## config.mk

```make
export PLATFORM = sky130hd
export DESIGN_NAME = uart_tx_multi
export DESIGN_NICKNAME = d
export VERILOG_FILES = /design/src/rtl/uart_tx_multi.sv
export SDC_FILE = /design/constraint.sdc
export NUM_CORES = 1
export LEC_CHECK = 0
export ABC_AREA = 1
export CORE_MARGIN = 2
export CORE_UTILIZATION = 45
export CTS_BUF_LIST = sky130_fd_sc_hd__clkbuf_4 sky130_fd_sc_hd__clkbuf_8
export CTS_CLUSTER_SIZE = 24
export DETAILED_ROUTE_END_ITERATION = 10
export HOLD_SLACK_MARGIN = 0.02
export PLACE_DENSITY = 0.72
export SETUP_SLACK_MARGIN = 0.3
export SKIP_CTS_REPAIR_TIMING = 1
export SYNTH_ARGS = -nofsm -noshare
export SYNTH_HDL_FRONTEND = slang
export SYNTH_SLANG_ARGS = --single-unit
```

## constraint.sdc

```tcl
create_clock -name i_clk -period 6.2 [get_ports i_clk]
set_input_delay 1.24 -clock i_clk [delete_from_list [all_inputs] [get_ports i_clk]]
set_output_delay 1.24 -clock i_clk [all_outputs]
set_load 0.005 [all_outputs]
```

## src/rtl/uart_tx_multi.sv

```systemverilog
// uart_tx_multi: UART transmitter with TX FIFO and run-time length/parity/stop configuration.
// Ports: i_clk/i_rst (sync, active-high); i_baud tick from uart_baudgen, o_baud_en enables it;
// i_data_len/i_parity_mode/i_stop2 frame config (latched at frame start); i_din/i_valid host write,
// o_ready (FIFO not full), o_overflow (dropped write), o_fifo_count; o_busy; o_TX serial line.
// Optional macro UART_TX_CTS_EN adds i_cts_n (async, active-low) gating frame starts.
module uart_tx_multi #(
  parameter int MAX_DATA_WIDTH = 9,
  parameter int FIFO_DEPTH = 16,
  parameter int LEN_W = $clog2(MAX_DATA_WIDTH + 1)
) (
  input  logic                        i_clk,
  input  logic                        i_rst,
  input  logic                        i_baud,
  output logic                        o_baud_en,
  input  logic [LEN_W-1:0]            i_data_len,
  input  logic [1:0]                  i_parity_mode,
  input  logic                        i_stop2,
  input  logic [MAX_DATA_WIDTH-1:0]   i_din,
  input  logic                        i_valid,
`ifdef UART_TX_CTS_EN
  input  logic                        i_cts_n,
`endif
  output logic                        o_ready,
  output logic                        o_overflow,
  output logic [$clog2(FIFO_DEPTH):0] o_fifo_count,
  output logic                        o_busy,
  output logic                        o_TX
);
  localparam int AW = $clog2(FIFO_DEPTH);
  localparam int CW = AW + 1;
  typedef enum logic [2:0] {IDLE, START, DATA, PARITY, STOP} state_t;
  state_t state, state_n;
  logic [MAX_DATA_WIDTH-1:0] mem [FIFO_DEPTH];
  logic [AW-1:0] wr_ptr, rd_ptr;
  logic [CW-1:0] count, count_n;
  logic push, pop, cts_ok;
  logic [MAX_DATA_WIDTH-1:0] head, mask, shift, shift_n;
  logic [LEN_W-1:0] len_c, len, len_n, bit_cnt, bit_cnt_n;
  logic par, par_n, has_par, has_par_n, stop2, stop2_n, stop_cnt, stop_cnt_n, tx_n;

`ifdef UART_TX_CTS_EN
  logic [1:0] cts_sync;
  always_ff @(posedge i_clk)
    cts_sync <= i_rst ? 2'b11 : {cts_sync[0], i_cts_n};
  assign cts_ok = !cts_sync[1];
`else
  assign cts_ok = 1'b1;
`endif

  assign o_ready = count != CW'(FIFO_DEPTH);
  assign o_overflow = i_valid && !o_ready;
  assign o_fifo_count = count;
  assign push = i_valid && o_ready;
  assign pop = state == IDLE && count != '0 && cts_ok;
  assign count_n = count + CW'(push) - CW'(pop);
  assign head = mem[rd_ptr];
  // out-of-range lengths are clamped into 5..MAX_DATA_WIDTH
  assign len_c = i_data_len < LEN_W'(5) ? LEN_W'(5)
               : i_data_len > LEN_W'(MAX_DATA_WIDTH) ? LEN_W'(MAX_DATA_WIDTH) : i_data_len;
  assign mask = MAX_DATA_WIDTH'((1 << len_c) - 1);

  always_ff @(posedge i_clk)
    if (push) mem[wr_ptr] <= i_din;

  always_ff @(posedge i_clk) begin
    if (i_rst) begin
      wr_ptr <= '0;
      rd_ptr <= '0;
      count  <= '0;
    end else begin
      wr_ptr <= push ? wr_ptr + 1'b1 : wr_ptr;
      rd_ptr <= pop ? rd_ptr + 1'b1 : rd_ptr;
      count  <= count_n;
    end
  end

  always_comb begin
    state_n    = state;
    shift_n    = shift;
    len_n      = len;
    bit_cnt_n  = bit_cnt;
    par_n      = par;
    has_par_n  = has_par;
    stop2_n    = stop2;
    stop_cnt_n = stop_cnt;
    case (state)
      IDLE: if (pop) begin
        state_n    = START;
        shift_n    = head & mask;
        len_n      = len_c;
        // odd parity inverts the data XOR; mark forces 1
        par_n      = (&i_parity_mode) | (^(head & mask) ^ (i_parity_mode == 2'b01));
        has_par_n  = |i_parity_mode;
        stop2_n    = i_stop2;
        bit_cnt_n  = '0;
        stop_cnt_n = 1'b0;
      end
      START: if (i_baud) begin
        state_n   = DATA;
        bit_cnt_n = '0;
      end
      DATA: if (i_baud) begin
        shift_n   = shift >> 1;
        bit_cnt_n = bit_cnt + 1'b1;
        if (bit_cnt == len - LEN_W'(1)) state_n = has_par ? PARITY : STOP;
      end
      PARITY: if (i_baud) state_n = STOP;
      STOP: if (i_baud) begin
        if (stop2 && !stop_cnt) stop_cnt_n = 1'b1;
        else state_n = IDLE;
      end
      default: state_n = IDLE;
    endcase
    // line level is registered from the next state so it changes with the state
    tx_n = state_n == START ? 1'b0
         : state_n == DATA ? shift_n[0]
         : state_n == PARITY ? par_n : 1'b1;
  end

  always_ff @(posedge i_clk) begin
    if (i_rst) begin
      state     <= IDLE;
      shift     <= '0;
      len       <= LEN_W'(5);
      bit_cnt   <= '0;
      par       <= 1'b0;
      has_par   <= 1'b0;
      stop2     <= 1'b0;
      stop_cnt  <= 1'b0;
      o_TX      <= 1'b1;
      o_baud_en <= 1'b0;
      o_busy    <= 1'b0;
    end else begin
      state     <= state_n;
      shift     <= shift_n;
      len       <= len_n;
      bit_cnt   <= bit_cnt_n;
      par       <= par_n;
      has_par   <= has_par_n;
      stop2     <= stop2_n;
      stop_cnt  <= stop_cnt_n;
      o_TX      <= tx_n;
      o_baud_en <= state_n != IDLE;
      o_busy    <= state_n != IDLE || count_n != '0;
    end
  end
endmodule
```

Yosys cells after proc, flatten, opt, wreduce, memory -nomap -nowiden
Memory sizes are Yosys's and may differ from the RTL's. A register that Yosys moved wholly into a read port is not among the register bits.
Cells that the tools add are included.
{ "word_totals": {"register_bits": 40, "mem_bits_rw": 144, "in_bits": 20, "word_cells": 96, "mem_count": 1} }
{ "classes": {"addsub": 7, "magnitude_cmp": 2, "eq_ne": 15, "n_shift": 1, "muxes": 31, "n_bitwise": 3, "reduce_logical": 21} }
{ "mem_list": {"columns": ["name", "words", "word_bits", "rd", "rd_clocked_by_memory_dff", "wr", "line_no", "text"], "rows": [
  ["mem", 16, 9, 1, 1, 1, "33", "logic [MAX_DATA_WIDTH-1:0] mem [FIFO_DEPTH];"]
]} }
{ "op_table": {"columns": ["cell", "count"], "rows": [
  ["two-way mux 4 bit", 7],
  ["two-way mux 3 bit", 8],
  ["two-way mux 9 bit", 2],
  ["one-hot mux 9 bit (2 select lines)", 1],
  ["one-hot mux 3 bit (5 select lines)", 1],
  ["adder 4 x 1 -> 4 bit, second input constant", 3],
  ["equality test 3 x 2 -> 1 bit, second input constant", 4],
  ["one-hot mux 4 bit (3 select lines)", 1],
  ["two-way mux 1 bit", 10],
  ["!= test 2 bit, second input constant", 5],
  ["nonzero test 5 bit", 2],
  ["bitwise AND 9 bit", 1],
  ["parity 9 bit", 1],
  ["left shift 1 x 4 -> 9 bit, first input constant", 1],
  ["subtractor 9 x 2 -> 9 bit, second input constant", 1],
  ["AND reduction 4 bit", 2],
  ["equality test 3 x 1 -> 1 bit, second input constant", 2],
  ["nonzero test 3 bit", 2],
  ["adder 5 x 1 -> 5 bit", 1],
  ["!= test 5 bit, second input constant", 1],
  ["subtractor 5 x 1 -> 5 bit", 1],
  ["equality test 4 bit", 1],
  ["greater-than comparator 4 bit, second input constant", 1],
  ["logical AND 1 bit", 4],
  ["other kinds (14)", 17]
]} }

Longest topological paths before layout
{ "depth": {"word_depth": 14, "ltp_mapped": 25, "mapped_depth_nobuf": 23} }

Worst setup path after synthesis
OpenSTA, ideal clock, no wires.
{ "synth_path": {"path_kind": "register to register", "startpoint": "register count[3] (netlist: o_fifo_count[3])", "endpoint": "register o_busy", "arrival_time_ns": 2.875, "required_ns": 6.062, "slack_ns": 3.187, "stages_incl_launch_ff": 18, "n_path_buf": 1, "path_cell_list": "dfxtp_1 -> inv_1 -> ha_1 -> inv_1 -> nor4_1 -> inv_1 -> nand2_1 -> clkinv_1 -> clkbuf_1 -> ha_1 -> inv_1 -> ha_1 -> inv_1 -> fa_1 -> o21ai_0 -> a21oi_1 -> xor2_1 -> a41oi_1"} }
{ "synth_via": {"elab_chain_cells": 6, "elab_cells_between_ends": 11, "classes_between": "2 x add/sub; 1 x eq/ne; 2 x mux; 6 x reduce/logical"} }
{ "synth_rtl": {"columns": ["item", "line_no", "text"], "rows": [
  ["start, declared", "35", "logic [CW-1:0] count, count_n;"],
  ["start signal, assigned", "73", "count <= count_n;"],
  ["nonzero test 5 bit (*)", "54", "assign pop = state == IDLE && count != '0 && cts_ok;"],
  ["logical AND 1 bit (*)", "54", null],
  ["named net pop", "36", "logic push, pop, cts_ok;"],
  ["branches (longest 3 deep; another with subtractor 5 x 1 -> 5 bit)", null, null],
  ["logical OR 1 bit (*)", "144", "o_busy <= state_n != IDLE || count_n != '0;"],
  ["end signal, assigned", "132", "o_busy <= 1'b0;"],
  ["end signal, assigned", "144", null],
  ["end, declared", "26", "output logic o_busy,"]
]} }
Mark *: on every way through the listed nets, which the timed path passes.
A chain may end at the register's enable or synchronous reset.

Worst setup path in the final report
{ "layout_path": {"startpoint": "register count[3] (netlist: o_fifo_count[3])", "endpoint": "register o_busy"} }
{ "layout_via": {"elab_chain_cells": 6, "elab_cells_between_ends": 11, "classes_between": "2 x add/sub; 1 x eq/ne; 2 x mux; 6 x reduce/logical"} }
{ "layout_rtl": {"columns": ["item", "line_no"], "rows": [
  ["!= test 5 bit or nonzero test 5 bit (tied branches)", "50, 54"],
  ["logical AND 1 bit (on tied branches)", "53, 54"],
  ["adder 5 x 1 -> 5 bit or two-way mux 3 bit (tied branches)", "55, 87"],
  ["subtractor 5 x 1 -> 5 bit or one-hot mux 3 bit (5 select lines) (tied branches)", "55, 86"],
  ["nonzero test 5 bit or nonzero test 3 bit (tied branches)", "144"],
  ["logical OR 1 bit (*)", "144"]
]} }
Mark *: on every way between the ends. The rest lies on a longest branch, timed or not.

==> flow_summary.json <==
{
  "synthArstFlopShare_pct": 0,
  "final_nets": 893,
  "clockBufferDepth": 2,
  "setup_violations": 0,
  "cts_tree": "built",
  "end_kind": "flop",
  "antenna_found_initial": 0,
  "tightest_slew_ns": 0.9077,
  "drv_slew": 0,
  "final_cell_mix": "241 x nand2_1, 144 x edfxtp_1, 106 x nand3_1, 74 x nor2_1, 59 x inv_1",
  "rows": 49,
  "ff_latch_area_um2": 5206,
  "vias": 5787,
  "place.gp.congestion": 0.8187,
  "cap_viol_max_count": 0,
  "syn_avg_cell_area_um2": 9.920,
  "yosys_most_used_dff": "edfxtp_1",
  "p_leak_nw": 3.453,
  "area_growth_pct": 8.608,
  "worst_path_largest_cell_delay_ns": 0.58,
  "grt_pass1_wl_um": 27710,
  "wl_um": 17610,
  "track_usage_pct": 18.34,
  "crit_required_ns": 6.58,
  "synth_edf_count": 144,
  "crit_path_frequent_cell": "inv_1",
  "htreeDepth": 4,
  "yosysTopAreaCell": "edfxtp_1",
  "post-dp-hpwl_um": 10940,
  "clock.fmax_ghz": 0.2581,
  "peakVddDrop_v": 0.0001771,
  "netlist.area_leader.share_pct": 51.83,
  "r2r_slack_ns": 2.33,
  "synth_cell_types": 43,
  "drc_errors": 0,
  "cp-start-kind": "flop",
  "grt_setup_unrepaired": "no",
  "criticalPathCategory": "flop to flop",
  "power_density_nw_per_um2": 397.1,
  "multi_input_area_um2": 2619,
  "setup_ws_ns": 2.326,
  "layout.cells.non_filler": 1100,
  "yosysSeqAreaShare_pct": 62.39,
  "crit_buf_inv": 6,
  "final_common_cell": "nand2_1",
  "fin_setup_tns_ns": 0,
  "drtAntennaViolNets": 0,
  "root_buffer": "clkbuf_8",
  "hold-worst-slack_ns": 0.4764,
  "crit_path_top_delay_cell": "clkinv_1",
  "hold_viol": 0,
  "io_buffers": 29,
  "dp_cells": 1068,
  "cts.sinks": 188,
  "die_x_um": 140.2,
  "clk_latency_ns": 0.46,
  "place_ws_ns": 2.344,
  "initial_utilization_pct": 46.13,
  "routedWlPerCell_um": 16.01,
  "diodes": 0,
  "critPathTopFamily": "adder cells",
  "hold_path.class": "flop to flop",
  "yosys_warnings": 0,
  "synth_area_um2": 8343,
  "min_period_ns": 3.874,
  "post-route-period-util_pct": 62.48,
  "grt-ovfl-total": 0,
  "vias_per_cell": 5.261,
  "ioPinCount": 30,
  "crit_path_cell_trace": "inv_1 -> ha_1 -> inv_1 -> nor4_1 -> inv_1 -> nand2_1 -> clkinv_1 -> ha_1 -> inv_1 -> ha_1 -> inv_1 -> fa_1 -> o21ai_0 -> a21oi_1 -> xor2_1 -> a41oi_1",
  "die_h_um": 140.2,
  "outcome": "finished clean",
  "crit_arrival_ns": 4.26,
  "die-area_um2": 19640,
  "cts.clk_slew.worst_paths_ns": 0.11,
  "syn_inst": 841,
  "path_max_fanout": 19,
  "finClkSkew_ns": 0.01432,
  "drt_iter0_drc": 552,
  "fill_cells": 1578,
  "first_global_vias": 5225,
  "ys_top_cells_by_area": "edfxtp_1 52%, nand2_1 11%, dfxtp_1 11%, nand3_1 6.4%, nor2_1 3.3%",
  "drive_gt1_share_pct": 5.281,
  "dr.pass1.iters": 7,
  "synth_seq_cells": 188,
  "grt_start_max_net_pins": 73,
  "max_slew_margin_pct": 39.26,
  "numCtsBuffers": 17,
  "core_area_um2": 18090
}
==> stage by stage <==
| stage | cell area, um^2 | power (mW) | utilization (%) |
|---|---|---|---|
| 2_1_floorplan | 8347 | 2.561 | - |
| 3_3_place_gp | 8676 | 2.803 | 47.97 |
| 3_5_place_dp | 8676 | 2.834 | 47.97 |
| 4_1_cts | 9061 | 3.608 | 50.10 |
| 5_1_grt | 9061 | 3.855 | 50.10 |
| 6_report | 9061 | 3.598 | 50.10 |
==> worst reg2reg max path, cell delays in order, from the launching register on <==
cell and delay, ns:
dfxtp_1 0.35, inv_1 0.08, ha_1 0.17, inv_1 0.04, nor4_1 0.34, inv_1 0.08
nand2_1 0.35, clkinv_1 0.58, ha_1 0.49, inv_1 0.06, ha_1 0.15, inv_1 0.06
fa_1 0.40, o21ai_0 0.19, a21oi_1 0.10, xor2_1 0.16, a41oi_1 0.21
==> routing by layer <==
metal / track usage (%) / vias up / part of all wire (%)
met5: 0 / - / 0
met2: 29.54 / 171 / 48
met1: 25.61 / 2723 / 45
li1: - / 2878 / -
met4: 5.476 / 0 / 1.5
met3: 3.248 / 15 / 5.7
==> sequential cells by signal, summed over array words and instances, names as in the netlist, 3 cells and up, named ones only <==
signal / cells
bit_cnt: 4
len: 4
mem: 144
o_fifo_count: 5
rd_ptr: 4
shift: 9
state: 3
wr_ptr: 4
==> layout make-up <==
cell class              count  area share (%)
clock buffers              17           2.582
clock inverters            15           1.671
inverters                  65           2.775
multi-input cells         554           28.90
flip-flops and latches    188           57.46
well taps                 229           3.162
repair buffers             32           3.452
==> worst paths after layout <==
kind	start	to	depth (start not counted)
min	shift[8]	shift[8]	2
max	o_fifo_count[3]	o_busy	16
max reg2reg	o_fifo_count[3]	o_busy	16
min reg2reg	shift[8]	shift[8]	2
==> power by group <==
part / leakage, nW / switching (mW) / total [mW] / internal [mW]
clock: 0.187 / 0.486 / 0.787 / 0.301
combinational: 1.60 / 0.824 / 1.25 / 0.424
sequential: 1.66 / 0.0977 / 1.56 / 1.47
total: 3.45 / 1.41 / 3.60 / 2.19
==> cell usage after synthesis (2+ instances only) <==
cell type	instances
nand2_1	241
edfxtp_1	144
nand3_1	106
nor2_1	74
inv_1	59
dfxtp_1	44
a21oi_1	26
o21ai_0	20
ha_1	14
buf_6	13
nor3_1	13
a31oi_1	10
buf_2	7
buf_4	7
o21ai_1	6
clkbuf_1	5
xnor2_1	5
xor2_1	5
a22oi_1	4
nor4_1	4
inv_2	3
nand2_2	3
o211ai_1	3
a32o_1	2
clkbuf_4	2
clkinv_1	2
nor2_2	2
or2_1	2
==> logic make-up after synthesis <==
group                    Yosys count  share of synthesized area, %
AO/OA/AOI/OAI                     76                         5.219
buffers and inverters            100                         6.269
adder cells (fa/ha/maj)           15                         2.340
XOR/XNOR                          10                         1.050
other                              1                       0.04495
AND/OR/NAND/NOR                  451                         22.69
flip-flops                       188                         62.39
(Power assumes the default switching activity.)
